<file path="src/rtl/ecc_sed_pkg.sv">
// Shared definitions for the 13-bit even-parity SED encoder/checker pair.
package ecc_sed_pkg;

    localparam int unsigned DATA_W = 12;

    typedef logic [DATA_W:0] codeword_t;

    typedef enum logic [1:0] {
        StNormal  = 2'd0,
        StSuspect = 2'd1,
        StAlarm   = 2'd2
    } sed_state_e;

    // 1 means an odd number of bits flipped somewhere in the codeword.
    function automatic logic sed_syndrome(input codeword_t cw);
        return ^cw;
    endfunction

endpackage

</file>
<file path="src/rtl/ecc_sed_stats.sv">
// Error statistics: saturating error counter, saturating run counter and sticky burst alarm FSM.
module ecc_sed_stats
    import ecc_sed_pkg::*;
#(
    parameter int unsigned CNT_W        = 16,
    parameter int unsigned ALARM_THRESH = 4
) (
    input  logic             clk,
    input  logic             rst,
    input  logic             i_accept,
    input  logic             i_syndrome,
    input  logic             i_clr_stats,
    output logic [CNT_W-1:0] o_err_count,
    output logic             o_alarm
);

    localparam logic [7:0] RUN_THRESH = 8'(ALARM_THRESH);

    logic [CNT_W-1:0] r_cnt;
    logic [CNT_W-1:0] w_cnt_next;
    logic [7:0]       r_run;
    logic [7:0]       w_run_next;
    logic [7:0]       w_run_inc;
    sed_state_e       r_state;
    sed_state_e       w_state_next;

    assign w_run_inc = (r_run == 8'hFF) ? r_run : r_run + 8'd1;

    always_comb begin
        w_cnt_next   = r_cnt;
        w_run_next   = r_run;
        w_state_next = r_state;
        if (i_clr_stats) begin
            w_cnt_next   = '0;
            w_run_next   = '0;
            w_state_next = StNormal;
        end else if (i_accept) begin
            if (i_syndrome) begin
                if (r_cnt != '1) begin
                    w_cnt_next = r_cnt + CNT_W'(1);
                end
                w_run_next = w_run_inc;
                if (r_state != StAlarm) begin
                    w_state_next = (w_run_inc >= RUN_THRESH) ? StAlarm : StSuspect;
                end
            end else begin
                // A clean word ends the burst, but ALARM is sticky until cleared.
                w_run_next = '0;
                if (r_state != StAlarm) begin
                    w_state_next = StNormal;
                end
            end
        end
    end

    always_ff @(posedge clk) begin
        if (rst) begin
            r_cnt   <= '0;
            r_run   <= '0;
            r_state <= StNormal;
        end else begin
            r_cnt   <= w_cnt_next;
            r_run   <= w_run_next;
            r_state <= w_state_next;
        end
    end

    assign o_err_count = r_cnt;
    assign o_alarm     = (r_state == StAlarm);

endmodule

</file>
<file path="config.mk">
export PLATFORM = sky130hd
export DESIGN_NAME = ecc_sed_stats
export DESIGN_NICKNAME = d
export VERILOG_FILES = /design/src/rtl/ecc_sed_pkg.sv /design/src/rtl/ecc_sed_stats.sv
export SDC_FILE = /design/constraint.sdc
export NUM_CORES = 1
export LEC_CHECK = 0
export BUFFER_PORTS_ARGS = -buffer_cell sky130_fd_sc_hd__buf_2
export CAP_MARGIN = 20
export CORE_ASPECT_RATIO = 0.9
export CORE_UTILIZATION = 45
export CTS_CLUSTER_DIAMETER = 100
export DETAILED_ROUTE_END_ITERATION = 10
export GPL_TIMING_DRIVEN = 1
export HOLD_SLACK_MARGIN = 0.06
export PLACE_DENSITY = 0.66
export REMOVE_ABC_BUFFERS = 1
export SLEW_MARGIN = 20
export SYNTH_ARGS = -nofsm -noshare
export SYNTH_HDL_FRONTEND = slang
export SYNTH_SLANG_ARGS = --single-unit
</file>
<file path="constraint.sdc">
create_clock -name clk -period 4.2 [get_ports clk]
set_clock_uncertainty 0.05 [all_clocks]
set_input_delay 0.63 -clock clk [delete_from_list [all_inputs] [get_ports clk]]
set_output_delay 0.63 -clock clk [all_outputs]
set_load 0.05 [all_outputs]
</file>
==> impl_results.html, run 1 <==
<table>
<tr><th>Metric</th><th>Value</th></tr>
<tr><th colspan="2">Logic synthesis</th></tr>
<tr><td>Area fraction of the dominant cell type after synthesis</td><td>0.361</td></tr>
<tr><td>Cells taking the most area after synthesis</td><td>sky130_fd_sc_hd__dfxtp_1 (36%), sky130_fd_sc_hd__nor2_1 (6.8%), sky130_fd_sc_hd__xor2_1 (6.7%)</td></tr>
<tr><td>Part of the Yosys area used for sequential elements</td><td>0.361</td></tr>
<tr><td>Average cell area after synthesis</td><td>8.49 um^2</td></tr>
<tr><td>Netlist cell types</td><td>48</td></tr>
<tr><td>Number of synthesized flops with an enable pin</td><td>0</td></tr>
<tr><td>Synthesis Warnings</td><td>0</td></tr>
<tr><td>Cell area after synthesis</td><td>between 1000 and 1500 um^2</td></tr>
<tr><td>Number of register bits inferred by synthesis</td><td>26</td></tr>
<tr><td>Post-synthesis instance total</td><td>170</td></tr>
<tr><td>Share of synthesized registers carrying an async set or reset</td><td>0</td></tr>
<tr><td>Dominant register cell in the synthesized netlist</td><td>sky130_fd_sc_hd__dfxtp_1</td></tr>
<tr><td>Post-synth top area cell</td><td>sky130_fd_sc_hd__dfxtp_1</td></tr>
<tr><th colspan="2">Setup path</th></tr>
<tr><td>Register-to-Register Path Depth</td><td>6</td></tr>
<tr><td>Capture point of the worst reg-to-reg path</td><td>r_state[0]$_SDFFE_PP0P_</td></tr>
<tr><td>Required time worst endpoint</td><td>3.52 ns</td></tr>
<tr><td>Type of element launching the critical path</td><td>flop</td></tr>
<tr><td>Type of element capturing the critical path</td><td>output pin</td></tr>
<tr><td>Family with the most delay on the worst path</td><td>flip-flops</td></tr>
<tr><td>Critical path launch point</td><td>r_state[1]$_SDFFE_PP0P_</td></tr>
<tr><td>Critical path buffers and inverters</td><td>1</td></tr>
<tr><td>Reg2Reg Launch Point</td><td>r_run[0]$_SDFFE_PP0P_</td></tr>
<tr><td>Sequence of cells on the critical path</td><td>nor2b_1, buf_2</td></tr>
<tr><td>Highest net fanout along the worst path</td><td>2</td></tr>
<tr><td>Worst EP arrival</td><td>around 1.2 ns</td></tr>
<tr><td>Internal reg-to-reg setup slack</td><td>roughly 2.4 ns</td></tr>
<tr><td>Cell with the largest stage delay on the worst path</td><td>sky130_fd_sc_hd__dfxtp_1</td></tr>
<tr><td>Largest incremental delay on the critical path</td><td>0.35 ns</td></tr>
<tr><td>CP Class</td><td>flop to output pin</td></tr>
<tr><th colspan="2">Floorplan</th></tr>
<tr><td>Vertical extent of the die</td><td>55.7 um</td></tr>
<tr><td>Die span in x</td><td>61.7 um</td></tr>
<tr><td>Effective utilization at floorplan</td><td>0.474</td></tr>
<tr><td>Cell Rows</td><td>19</td></tr>
<tr><td>I/O pins</td><td>22</td></tr>
<tr><td>Core outline area</td><td>3040 um^2</td></tr>
<tr><td>Die Outline Area</td><td>between 3000 and 4000 um^2</td></tr>
<tr><th colspan="2">Detailed routing</th></tr>
<tr><td>Detailed-route wire length</td><td>2900 um</td></tr>
<tr><td>DRC violations left</td><td>0</td></tr>
<tr><td>Average wire per cell in the routed design</td><td>~13 um</td></tr>
<tr><td>DR vias/cell</td><td>5.44</td></tr>
<tr><td>1st-pass router iterations</td><td>4</td></tr>
<tr><td>Detailed-route via count</td><td>1240</td></tr>
<tr><td>Antenna Nets Post-Route</td><td>0</td></tr>
<tr><td>Iteration-0 DRC Markers</td><td>between 60 and 70</td></tr>
<tr><th colspan="2">Power</th></tr>
<tr><td>Leakage power total</td><td>0.634 nW</td></tr>
<tr><td>Peak supply drop</td><td>206 uV</td></tr>
<tr><td>Internal</td><td>288 uW</td></tr>
<tr><td>Switching share of power</td><td>0.226</td></tr>
<tr><td>Comb pwr share</td><td>0.055</td></tr>
<tr><td>Reg power frac</td><td>0.669</td></tr>
<tr><td>Power density over the cells</td><td>235 nW/um^2</td></tr>
<tr><td>Clock share of power</td><td>0.276</td></tr>
<tr><td>PnR Total Power</td><td>372 uW</td></tr>
<tr><td>Net switching power of the design</td><td>84.2 uW</td></tr>
<tr><th colspan="2">Timing</th></tr>
<tr><td>Unrepaired setup endpoints after global routing</td><td>no</td></tr>
<tr><td># setup viols final</td><td>0</td></tr>
<tr><td>Worst-margin pin slew</td><td>0.512 ns</td></tr>
<tr><td>Setup total negative slack</td><td>0 ns</td></tr>
<tr><td>Total count of max-transition violations in the final report</td><td>0</td></tr>
<tr><td>Portion of the clock cycle consumed by the worst path in the final layout</td><td>0.444</td></tr>
<tr><td>Final worst path period need</td><td>between 1.5 and 2 ns</td></tr>
<tr><td>Max Clock Freq</td><td>537 MHz</td></tr>
<tr><td>Final Hold Viols</td><td>0</td></tr>
<tr><td>Slew Limit Headroom</td><td>0.658</td></tr>
<tr><th colspan="2">Clock network</th></tr>
<tr><td># resized after CTS</td><td>0</td></tr>
<tr><td>Max Root-Sink Buffers</td><td>2</td></tr>
<tr><td>Worst-Skew Late Latency</td><td>0.32 ns</td></tr>
<tr><td>Clk sink count</td><td>26</td></tr>
<tr><td>TritonCTS clock tree</td><td>built</td></tr>
<tr><td>Number of buffers created by CTS</td><td>3</td></tr>
<tr><td>Clock Root Buffer</td><td>sky130_fd_sc_hd__clkbuf_4</td></tr>
<tr><td>Post-CTS setup buffers</td><td>0</td></tr>
<tr><td>Clock transition at the registers of the reported paths</td><td>0.14 ns</td></tr>
<tr><td>Deepest level of the CTS H-tree</td><td>1</td></tr>
<tr><td># hold bufs at CTS</td><td>0</td></tr>
<tr><th colspan="2">Outcome</th></tr>
<tr><td>Run status</td><td>complete, no violations</td></tr>
<tr><th colspan="2">Layout</th></tr>
<tr><td>Multi-input gate area in the final layout</td><td>881 um^2</td></tr>
<tr><td>Layout cells sized above 1</td><td>0.231</td></tr>
<tr><td>Number of nets in the finished design</td><td>195</td></tr>
<tr><td>Sequential cell area</td><td>520 um^2</td></tr>
<tr><td>Post-Route Utilization</td><td>0.520</td></tr>
<tr><td>Filler cell count in the final layout</td><td>312</td></tr>
<tr><td>Count of antenna diodes in the layout</td><td>0</td></tr>
<tr><td>Area of all placed cells without fillers</td><td>1580 um^2</td></tr>
<tr><td>Post-synthesis to final-layout area growth</td><td>9.63%</td></tr>
<tr><th colspan="2">Place</th></tr>
<tr><td>Final GP Congestion</td><td>0.897</td></tr>
<tr><td>HPWL Detailed</td><td>2150 um</td></tr>
<tr><td>Port-buffer cells</td><td>21</td></tr>
<tr><td>Total cell area at the placement stage</td><td>1560 um^2</td></tr>
<tr><th colspan="2">Global routing</th></tr>
<tr><td>Total gr overflow</td><td>0</td></tr>
<tr><td>Number of global-route vias before repair</td><td>1088</td></tr>
<tr><td>Pin count of the biggest net entering global routing</td><td>28</td></tr>
<tr><td>Global-route wire length before repair</td><td>4900 um</td></tr>
<tr><td>Number of antenna violations at the first check in global routing</td><td>0</td></tr>
<tr><td>Total routing resource utilization after global routing</td><td>0.186</td></tr>
<tr><th colspan="2">Worst hold path</th></tr>
<tr><td>Sink of the worst hold path</td><td>r_state[1]$_SDFFE_PP0P_</td></tr>
<tr><td>Worst hold path class</td><td>flop to flop</td></tr>
<tr><td>Number of stages on the worst hold path</td><td>2</td></tr>
<tr><td>Hold path startpoint</td><td>r_state[1]$_SDFFE_PP0P_</td></tr>
<tr><th colspan="2">Flow run</th></tr>
<tr><td>Max-cap check violation count</td><td>0</td></tr>
</table>
## power groups by stage
stage | combinational (mW) | clock, mW | sequential (mW)
finish | 0.0206 | 0.103 | 0.249
global route | 0.0229 | 0.120 | 0.249
CTS | 0.0207 | 0.108 | 0.249
detailed placement | 0.0206 | 0 | 0.254
global placement | 0.0198 | 0 | 0.254
floorplan | 0.0110 | 0 | 0.256
## final cells by class
cell class | instances | share of cell area
clock buffer | 3 | 0.0142
multi-input combinational | 136 | 0.557
sequential | 26 | 0.329
tap | 42 | 0.0332
timing repair buffer | 21 | 0.0665
## worst reg2reg max path, delay by kind of cell, from the launching register on
kind,cells,cell delay (ns)
flip-flops,1,0.36
adder cells (fa/ha/maj),1,0.28
multiplexers,1,0.27
AND/OR/NAND/NOR,1,0.15
AO/OA/AOI/OAI,3,0.66
## sequential cells by signal, indices dropped and copies added, names as in the netlist
signal and flops:
o_err_count 16, r_run 8, r_state 2
## metrics by stage
step / setup slack, ns / hold slack [ns] / instances
3_5_place_dp: 2.19 / 0.417 / 225
3_3_place_gp: 2.23 / 0.393 / 225
6_report: 2.34 / 0.435 / 228
4_1_cts: 2.33 / 0.436 / 228
2_1_floorplan: 2.27 / 0.387 / 162
5_1_grt: 2.22 / 0.472 / 228
## metal layers
metal | GRT usage | wire length [um]
met5 | 0 | 0
met4 | 0.0476 | 23
met3 | 0.0419 | 153
met2 | 0.250 | 1200
met1 | 0.295 | 1530
## logic make-up (layout without fill, tap and decap cells)
family	Yosys count	count (layout)	synth area share
AO/OA/AOI/OAI	40	40	0.195
adder cells (fa/ha/maj)	2	2	0.0173
buffers and inverters	8	24	0.0286
flip-flops	26	26	0.361
multiplexers	5	5	0.0382
AND/OR/NAND/NOR	78	78	0.293
XOR/XNOR	11	11	0.0668
## synthesized netlist by cell type, drive strengths merged (2+ instances only)
cell type,n
o31ai,2
a31oi,3
o21ai,11
a21bo,2
dfxtp,26
nand2,15
or3,2
a211oi,3
nand4,6
clkbuf,3
mux2i,4
nor3,6
buf,5
nor2,28
xor2,11
nand3,8
and3,5
o41ai,2
and2,3
o211ai,5
ha,2
a21oi,5
## how the worst max path moves through the flow
stage                                              end  slack [ns]  cells after the start
after floorplan            o_err_count[4]$_SDFFE_PP0P_        2.27                      5
after global placement    o_err_count[13]$_SDFFE_PP0P_        2.23                      4
after detailed placement  o_err_count[13]$_SDFFE_PP0P_        2.19                      6
after CTS                                      o_alarm        2.33                      2
after global routing           r_state[0]$_SDFFE_PP0P_        2.22                      6
final                                          o_alarm        2.34                      2
## layout by cell type (no fill, tap or decap), drive strengths merged, types with 4 or more instances in the layout
master and n:
dfxtp 26, nand3 8, nand2 15, buf 21
a21oi 5, nor2 28, nor3 6, nand4 6
o211ai 5, o21ai 11, and3 5, mux2i 4
xor2 11
No activity file was read; power rests on OpenSTA's default activity.
==> run 2: changes to the inputs <==
==> constraint.sdc (replaced) <==
create_clock -name clk -period 1.8 [get_ports clk]
set_clock_uncertainty 0.05 [all_clocks]
set_input_delay 0.27 -clock clk [delete_from_list [all_inputs] [get_ports clk]]
set_output_delay 0.27 -clock clk [all_outputs]
set_load 0.05 [all_outputs]
==> run 2 against run 1 <==
Against the previous run: global-route usage increased by 2.3 points; clock-buffer cell count unchanged; final cell count rose by 7.0%; utilization up 4.9 points; routed wire length grew 17%; hold slack lost 0.25 ns; sequential power rose by 130%; clock power rose to 4.0 times the previous value; critical path type is now flop to flop; critical endpoint is now r_state[0]$_SDFFE_PP0P_; highest routed layer unchanged.
==> impl_results.html, run 2 (same netlist as run 1, synthesis figures left out) <==
<table>
<tr><th>Metric</th><th>Value</th></tr>
<tr><th colspan="2">Timing</th></tr>
<tr><td>Max Clock Freq</td><td>around 600 MHz</td></tr>
<tr><td># setup viols final</td><td>0</td></tr>
<tr><td>Portion of the clock cycle consumed by the worst path in the final layout</td><td>0.934</td></tr>
<tr><td>Total count of max-transition violations in the final report</td><td>0</td></tr>
<tr><td>Setup total negative slack</td><td>0 ns</td></tr>
<tr><td>Worst-margin pin slew</td><td>0.308 ns</td></tr>
<tr><td>Slew Limit Headroom</td><td>0.793</td></tr>
<tr><td>Final Hold Viols</td><td>0</td></tr>
<tr><td>Final worst path period need</td><td>around 1.7 ns</td></tr>
<tr><th colspan="2">Clock network</th></tr>
<tr><td>Clock transition at the registers of the reported paths</td><td>approximately 0.15 ns</td></tr>
<tr><td>TritonCTS clock tree</td><td>built</td></tr>
<tr><td>Deepest level of the CTS H-tree</td><td>1</td></tr>
<tr><td>Number of buffers created by CTS</td><td>3</td></tr>
<tr><td>Clk sink count</td><td>26</td></tr>
<tr><td>Max Root-Sink Buffers</td><td>2</td></tr>
<tr><td># hold bufs at CTS</td><td>0</td></tr>
<tr><td>Clock Root Buffer</td><td>sky130_fd_sc_hd__clkbuf_4</td></tr>
<tr><td>Worst-Skew Late Latency</td><td>0.32 ns</td></tr>
<tr><th colspan="2">Setup path</th></tr>
<tr><td>Register-to-Register Path Depth</td><td>5</td></tr>
<tr><td>Sequence of cells on the critical path</td><td>nand3_2, nor2_2, mux2_4, a211o_1, o41ai_2</td></tr>
<tr><td>Cell with the largest stage delay on the worst path</td><td>sky130_fd_sc_hd__dfxtp_1</td></tr>
<tr><td>Largest incremental delay on the critical path</td><td>around 0.48 ns</td></tr>
<tr><td>Type of element launching the critical path</td><td>flop</td></tr>
<tr><td>Highest net fanout along the worst path</td><td>7</td></tr>
<tr><td>Internal reg-to-reg setup slack</td><td>0.12 ns</td></tr>
<tr><td>Worst EP arrival</td><td>1.88 ns</td></tr>
<tr><td>Capture point of the worst reg-to-reg path</td><td>r_state[0]$_SDFFE_PP0P_</td></tr>
<tr><td>CP Class</td><td>flop to flop</td></tr>
<tr><td>Type of element capturing the critical path</td><td>flop</td></tr>
<tr><td>Required time worst endpoint</td><td>~2 ns</td></tr>
<tr><td>Reg2Reg Launch Point</td><td>r_run[2]$_SDFFE_PP0P_</td></tr>
<tr><th colspan="2">Power</th></tr>
<tr><td>Peak supply drop</td><td>363 uV</td></tr>
<tr><td>Clock share of power</td><td>0.395</td></tr>
<tr><td>Comb pwr share</td><td>0.052</td></tr>
<tr><td>Leakage power total</td><td>around 0.72 nW</td></tr>
<tr><td>Internal</td><td>~800 uW</td></tr>
<tr><td>Reg power frac</td><td>0.553</td></tr>
<tr><td>Switching share of power</td><td>0.217</td></tr>
<tr><td>PnR Total Power</td><td>1.05 mW</td></tr>
<tr><td>Power density over the cells</td><td>606 nW/um^2</td></tr>
<tr><td>Net switching power of the design</td><td>227 uW</td></tr>
<tr><th colspan="2">Layout</th></tr>
<tr><td>Commonest cells after routing, fill and taps aside</td><td>sky130_fd_sc_hd__nor2_1 (26), sky130_fd_sc_hd__dfxtp_1 (25), sky130_fd_sc_hd__buf_2 (21)</td></tr>
<tr><td>Filler cell count in the final layout</td><td>316</td></tr>
<tr><td>Layout cells sized above 1</td><td>0.302</td></tr>
<tr><td>Leading cell type in the layout, fill and taps excluded</td><td>sky130_fd_sc_hd__nor2_1</td></tr>
<tr><td>Max reg flops</td><td>16</td></tr>
<tr><td>Number of nets in the finished design</td><td>210</td></tr>
<tr><td>Area of all placed cells without fillers</td><td>1730 um^2</td></tr>
<tr><td>Count of antenna diodes in the layout</td><td>0</td></tr>
<tr><td>Post-Route Utilization</td><td>0.569</td></tr>
<tr><td>Layout Cells excl Fill</td><td>~240</td></tr>
<tr><td>Post-synthesis to final-layout area growth</td><td>19.9%</td></tr>
<tr><th colspan="2">Detailed routing</th></tr>
<tr><td>1st-pass router iterations</td><td>4</td></tr>
<tr><td>Antenna Nets Post-Route</td><td>0</td></tr>
<tr><td>Iteration-0 DRC Markers</td><td>93</td></tr>
<tr><td>Detailed-route via count</td><td>1348</td></tr>
<tr><td>DRC violations left</td><td>0</td></tr>
<tr><td>Detailed-route wire length</td><td>3380 um</td></tr>
<tr><td>Average wire per cell in the routed design</td><td>13.9 um</td></tr>
<tr><td>DR vias/cell</td><td>5.52</td></tr>
<tr><th colspan="2">Global routing</th></tr>
<tr><td>Pin count of the biggest net entering global routing</td><td>18</td></tr>
<tr><td>Global-route wire length before repair</td><td>5460 um</td></tr>
<tr><td>Total routing resource utilization after global routing</td><td>0.209</td></tr>
<tr><td>Total gr overflow</td><td>0</td></tr>
<tr><td>Number of antenna violations at the first check in global routing</td><td>0</td></tr>
<tr><td>Number of global-route vias before repair</td><td>1212</td></tr>
<tr><th colspan="2">Worst hold path</th></tr>
<tr><td>Hold path startpoint</td><td>rst</td></tr>
<tr><td>Number of stages on the worst hold path</td><td>4</td></tr>
<tr><td>Worst hold path class</td><td>input pin to flop</td></tr>
<tr><td>Sink of the worst hold path</td><td>o_err_count[13]$_SDFFE_PP0P_</td></tr>
<tr><th colspan="2">Floorplan</th></tr>
<tr><td>Die Outline Area</td><td>3440 um^2</td></tr>
<tr><td>I/O pins</td><td>22</td></tr>
<tr><td>Cell Rows</td><td>19</td></tr>
<tr><td>Core outline area</td><td>3040 um^2</td></tr>
<tr><td>Vertical extent of the die</td><td>55.7 um</td></tr>
<tr><td>Effective utilization at floorplan</td><td>0.474</td></tr>
<tr><td>Die span in x</td><td>61.7 um</td></tr>
<tr><th colspan="2">Outcome</th></tr>
<tr><td>Run status</td><td>complete, no violations</td></tr>
<tr><th colspan="2">Place</th></tr>
<tr><td>Final GP Congestion</td><td>0.846</td></tr>
<tr><td>HPWL Detailed</td><td>2530 um</td></tr>
<tr><td>Total cell area at the placement stage</td><td>around 1700 um^2</td></tr>
<tr><td># placed instances</td><td>238</td></tr>
<tr><td>Port-buffer cells</td><td>21</td></tr>
<tr><th colspan="2">Flow run</th></tr>
<tr><td>Max-cap check violation count</td><td>0</td></tr>
</table>
==> run 2: cell count changes in the layout (fill, tap and decap cells not counted) <==
cell and change:
sky130_fd_sc_hd__ha_1 -1, sky130_fd_sc_hd__buf_4 +15, sky130_fd_sc_hd__dfxtp_4 +1, sky130_fd_sc_hd__bufinv_16 +1, sky130_fd_sc_hd__ha_2 +1, sky130_fd_sc_hd__dfxtp_1 -1
==> run 2: metrics by stage <==
stage / worst slack [ns] / hold WS (ns)
2_1_floorplan: -0.131 / 0.317
3_3_place_gp: 0.0583 / 0.395
3_5_place_dp: 0.0191 / 0.426
4_1_cts: 0.00410 / 0.177
5_1_grt: -0.0125 / 0.173
6_report: 0.119 / 0.188
==> run 2: worst max path at each step <==
| stage | depth (start not counted) | to | slack (ns) | startpoint |
|---|---|---|---|---|
| floorplan | 5 | o_err_count[4]$_SDFFE_PP0P_ | -0.13 | o_err_count[2]$_SDFFE_PP0P_ |
| global placement | 6 | r_state[0]$_SDFFE_PP0P_ | 0.06 | r_run[0]$_SDFFE_PP0P_ |
| detailed placement | 6 | r_state[0]$_SDFFE_PP0P_ | 0.02 | r_run[0]$_SDFFE_PP0P_ |
| CTS | 6 | r_state[0]$_SDFFE_PP0P_ | 0.004 | r_run[0]$_SDFFE_PP0P_ |
| global route | 7 | r_state[0]$_SDFFE_PP0P_ | -0.01 | r_run[1]$_SDFFE_PP0P_ |
| finish | 5 | r_state[0]$_SDFFE_PP0P_ | 0.12 | r_run[2]$_SDFFE_PP0P_ |
==> run 2: worst max-delay path, delay by kind of cell, from the launching register on <==
| family | cells | cell delay, ns |
|---|---|---|
| AOI/OAI and AO/OA | 2 | 0.50 |
| muxes | 1 | 0.31 |
| and+or+nand+nor | 2 | 0.26 |
| DFF | 1 | 0.48 |
==> run 2: power groups by stage <==
stage,Sequential (mW),Combinational [mW],Clock (mW)
2_1_floorplan,0.596,0.0256,0
3_3_place_gp,0.593,0.0521,0
3_5_place_dp,0.593,0.0531,0
4_1_cts,0.581,0.0533,0.425
5_1_grt,0.581,0.0605,0.448
6_report,0.580,0.0547,0.414
==> run 2: final cells by class <==
cell class              count  area [um^2]  area share
multi-input cells         136          883       0.510
flip-flops and latches     26          524       0.303
repair buffers             36          218       0.126
well taps                  42         52.6      0.0304
clock inverters             1         30.0      0.0174
clock buffers               3         22.5      0.0130
==> run 2: repair_timing <==
item | in CTS | in global routing
pin swaps | 0 | 1
resized for setup | 1 | 2
setup buffers | 1 | 1
endpoints found under the setup margin | 1 | 1
hold endpoints to repair | 0 | 0
==> run 2: metal layers <==
| metal | vias to the layer above | track usage | routed length, um |
|---|---|---|---|
| li1 | 680 | - | - |
| met3 | 2 | 0.0349 | 133 |
| met1 | 640 | 0.305 | 1690 |
| met4 | 0 | 0.0476 | 19 |
| met5 | - | 0 | 0 |
| met2 | 26 | 0.318 | 1540 |
==> run 3: changes to the inputs <==
--- a/config.mk
+++ b/config.mk
@@ -13,6 +13,7 @@
 export DETAILED_ROUTE_END_ITERATION = 10
 export GPL_TIMING_DRIVEN = 1
 export HOLD_SLACK_MARGIN = 0.06
+export MAX_ROUTING_LAYER = met4
 export PLACE_DENSITY = 0.66
 export REMOVE_ABC_BUFFERS = 1
 export SLEW_MARGIN = 20
==> run 3 against run 2 <==
Against the previous run: hold slack better by 0.012 ns; maximum frequency down 3.1%; flip-flop and latch count is the same; largest cell class unchanged; sequential share of layout area rose by 0.21 points; total power fell by 12%; final cell count fell by 0.41%; non-clock buffer count down 1; die area did not move; combinational power is 2% lower.
==> impl_results.html, run 3 (same netlist as run 1, synthesis figures left out) <==
<table>
<tr><th>Metric</th><th>Value</th></tr>
<tr><th colspan="2">Setup path</th></tr>
<tr><td>Critical path buffers and inverters</td><td>0</td></tr>
<tr><td>Capture point of the worst reg-to-reg path</td><td>r_state[0]$_SDFFE_PP0P_</td></tr>
<tr><td>Internal reg-to-reg setup slack</td><td>around 0.066 ns</td></tr>
<tr><td>Family with the most delay on the worst path</td><td>compound AO/OA/AOI/OAI gates</td></tr>
<tr><td>Type of element capturing the critical path</td><td>flop</td></tr>
<tr><td>Register-to-Register Path Depth</td><td>6</td></tr>
<tr><td>Worst EP arrival</td><td>approximately 1.9 ns</td></tr>
<tr><td>Cell with the largest stage delay on the worst path</td><td>sky130_fd_sc_hd__dfxtp_2</td></tr>
<tr><td>Sequence of cells on the critical path</td><td>ha_2, nand2_2, o21ai_1, mux2_4, a211o_1, o41ai_2</td></tr>
<tr><td>Highest net fanout along the worst path</td><td>5</td></tr>
<tr><td>Type of element launching the critical path</td><td>flop</td></tr>
<tr><td>Largest incremental delay on the critical path</td><td>around 0.36 ns</td></tr>
<tr><td>Required time worst endpoint</td><td>1.99 ns</td></tr>
<tr><td>Reg2Reg Launch Point</td><td>r_run[0]$_SDFFE_PP0P_</td></tr>
<tr><td>CP Class</td><td>flop to flop</td></tr>
<tr><th colspan="2">Global routing</th></tr>
<tr><td>GR Util met2</td><td>0.323</td></tr>
<tr><td>Number of global-route vias before repair</td><td>around 1.2k</td></tr>
<tr><td>Total routing resource utilization after global routing</td><td>0.205</td></tr>
<tr><td>Gr busiest metal</td><td>met2</td></tr>
<tr><td>Global-route wire length before repair</td><td>5180 um</td></tr>
<tr><td>Pin count of the biggest net entering global routing</td><td>22</td></tr>
<tr><td>Total gr overflow</td><td>0</td></tr>
<tr><td>Fraction of met1 tracks used by global routing</td><td>0.266</td></tr>
<tr><td>Met3 Use GR</td><td>0.0512</td></tr>
<tr><td>Number of antenna violations at the first check in global routing</td><td>0</td></tr>
<tr><th colspan="2">Layout</th></tr>
<tr><td>Max reg flops</td><td>16</td></tr>
<tr><td>Sequential cell area</td><td>523 um^2</td></tr>
<tr><td>Layout cells sized above 1</td><td>0.303</td></tr>
<tr><td>Layout Cells excl Fill</td><td>243</td></tr>
<tr><td>Multi-input gate area in the final layout</td><td>892 um^2</td></tr>
<tr><td>Count of antenna diodes in the layout</td><td>0</td></tr>
<tr><td>Post-synthesis to final-layout area growth</td><td>18.8%</td></tr>
<tr><td>Commonest cells after routing, fill and taps aside</td><td>sky130_fd_sc_hd__nor2_1 (26), sky130_fd_sc_hd__dfxtp_1 (24), sky130_fd_sc_hd__buf_2 (21)</td></tr>
<tr><td>Filler cell count in the final layout</td><td>318</td></tr>
<tr><td>Leading cell type in the layout, fill and taps excluded</td><td>sky130_fd_sc_hd__nor2_1</td></tr>
<tr><td>Number of nets in the finished design</td><td>209</td></tr>
<tr><th colspan="2">Clock network</th></tr>
<tr><td>Clock transition at the registers of the reported paths</td><td>0.14 ns</td></tr>
<tr><td>Worst-Skew Late Latency</td><td>~0.32 ns</td></tr>
<tr><td>Clock Root Buffer</td><td>sky130_fd_sc_hd__clkbuf_4</td></tr>
<tr><td>TritonCTS clock tree</td><td>built</td></tr>
<tr><td>Deepest level of the CTS H-tree</td><td>1</td></tr>
<tr><td># hold bufs at CTS</td><td>0</td></tr>
<tr><td>Number of buffers created by CTS</td><td>3</td></tr>
<tr><td>Clk sink count</td><td>26</td></tr>
<tr><td>Max Root-Sink Buffers</td><td>2</td></tr>
<tr><th colspan="2">Timing</th></tr>
<tr><td>Max Clock Freq</td><td>577 MHz</td></tr>
<tr><td>Final worst path period need</td><td>1.73 ns</td></tr>
<tr><td>Slew Limit Headroom</td><td>0.785</td></tr>
<tr><td>Unrepaired setup endpoints after global routing</td><td>yes</td></tr>
<tr><td>Setup total negative slack</td><td>0 ns</td></tr>
<tr><td>Final Hold Viols</td><td>0</td></tr>
<tr><td>Worst-margin pin slew</td><td>0.320 ns</td></tr>
<tr><td>Portion of the clock cycle consumed by the worst path in the final layout</td><td>0.964</td></tr>
<tr><td>Final WS setup</td><td>0.0657 ns</td></tr>
<tr><td>Fin Hold WS</td><td>approximately 0.20 ns</td></tr>
<tr><td>Total count of max-transition violations in the final report</td><td>0</td></tr>
<tr><td># setup viols final</td><td>0</td></tr>
<tr><th colspan="2">Detailed routing</th></tr>
<tr><td>Antenna Nets Post-Route</td><td>0</td></tr>
<tr><td>Detailed-route via count</td><td>1362</td></tr>
<tr><td>Iteration-0 DRC Markers</td><td>57</td></tr>
<tr><td>DRC violations left</td><td>0</td></tr>
<tr><td>DR vias/cell</td><td>5.60</td></tr>
<tr><td>Average wire per cell in the routed design</td><td>roughly 13 um</td></tr>
<tr><td>1st-pass router iterations</td><td>5</td></tr>
<tr><td>Detailed-route wire length</td><td>between 3000 and 4000 um</td></tr>
<tr><th colspan="2">Place</th></tr>
<tr><td>Final GP Congestion</td><td>0.897</td></tr>
<tr><td>Post-Place Worst Slack</td><td>between 0.02 and 0.03 ns</td></tr>
<tr><td>Port-buffer cells</td><td>21</td></tr>
<tr><td>HPWL Detailed</td><td>~2400 um</td></tr>
<tr><td># placed instances</td><td>239</td></tr>
<tr><th colspan="2">Worst hold path</th></tr>
<tr><td>Worst hold path class</td><td>input pin to flop</td></tr>
<tr><td>Number of stages on the worst hold path</td><td>4</td></tr>
<tr><td>Sink of the worst hold path</td><td>o_err_count[13]$_SDFFE_PP0P_</td></tr>
<tr><td>Hold path startpoint</td><td>rst</td></tr>
<tr><th colspan="2">Power</th></tr>
<tr><td>Peak supply drop</td><td>roughly 370 uV</td></tr>
<tr><td>Power density over the cells</td><td>around 540 nW/um^2</td></tr>
<tr><td>PnR Total Power</td><td>923 uW</td></tr>
<tr><td>Leakage power total</td><td>0.716 nW</td></tr>
<tr><th colspan="2">Floorplan</th></tr>
<tr><td>Die Outline Area</td><td>3440 um^2</td></tr>
<tr><td>I/O pins</td><td>22</td></tr>
<tr><td>Die span in x</td><td>roughly 60 um</td></tr>
<tr><td>Effective utilization at floorplan</td><td>0.474</td></tr>
<tr><td>Cell Rows</td><td>19</td></tr>
<tr><td>Vertical extent of the die</td><td>approximately 56 um</td></tr>
<tr><td>Core outline area</td><td>3040 um^2</td></tr>
<tr><th colspan="2">Flow run</th></tr>
<tr><td>Max-cap check violation count</td><td>0</td></tr>
<tr><th colspan="2">Outcome</th></tr>
<tr><td>Run status</td><td>complete, no violations</td></tr>
</table>
-- run 3: per-layer routing --
layer  wire, um  vias to the layer above
met5          0                        -
met4         17                        0
met3        175                        2
met2       1470                       32
met1       1530                      648
li1           -                      680
-- run 3: timing repair --
| item | 4_1_cts | 5_1_grt |
|---|---|---|
| setup endpoints to repair | 1 | 5 |
| setup buffers | 0 | 0 |
| gates resized for setup | 1 | 3 |
-- run 3: layout make-up --
type,count,area share
multi-input cells,136,0.520
flip-flops and latches,26,0.305
repair buffers,35,0.123
well taps,42,0.0307
clock buffers,4,0.0212
-- run 3: worst max path at each step --
stage | start | endpoint | slack, ns | cells past startpoint
final | r_run[0]$_SDFFE_PP0P_ | r_state[0]$_SDFFE_PP0P_ | 0.07 | 6
after global routing | r_run[0]$_SDFFE_PP0P_ | r_state[0]$_SDFFE_PP0P_ | -0.006 | 6
after CTS | r_run[0]$_SDFFE_PP0P_ | r_state[0]$_SDFFE_PP0P_ | 0.05 | 6
after detailed placement | r_run[0]$_SDFFE_PP0P_ | r_state[0]$_SDFFE_PP0P_ | 0.03 | 6
after global placement | r_run[0]$_SDFFE_PP0P_ | r_state[0]$_SDFFE_PP0P_ | 0.05 | 6
after floorplan | o_err_count[2]$_SDFFE_PP0P_ | o_err_count[4]$_SDFFE_PP0P_ | -0.13 | 5
-- run 3: worst min-delay path, cell delays in order --
cell and delay, ns:
sky130_fd_sc_hd__buf_2 0.09, sky130_fd_sc_hd__nor2_1 0.06, sky130_fd_sc_hd__o211ai_1 0.08, sky130_fd_sc_hd__nand2_1 0.05
-- run 3: per-stage QoR --
stage | cell area, um^2 | util
CTS | 1700 | 0.560
floorplan | 1400 | -
global placement | 1660 | 0.547
finish | 1710 | 0.563
detailed placement | 1660 | 0.547
global route | 1710 | 0.563
-- run 3: power by group --
group / switching (mW) / internal (mW) / total (mW)
clock network: 0.166 / 0.124 / 0.289
logic: 0.0349 / 0.0187 / 0.0537
registers: 0.00237 / 0.578 / 0.581
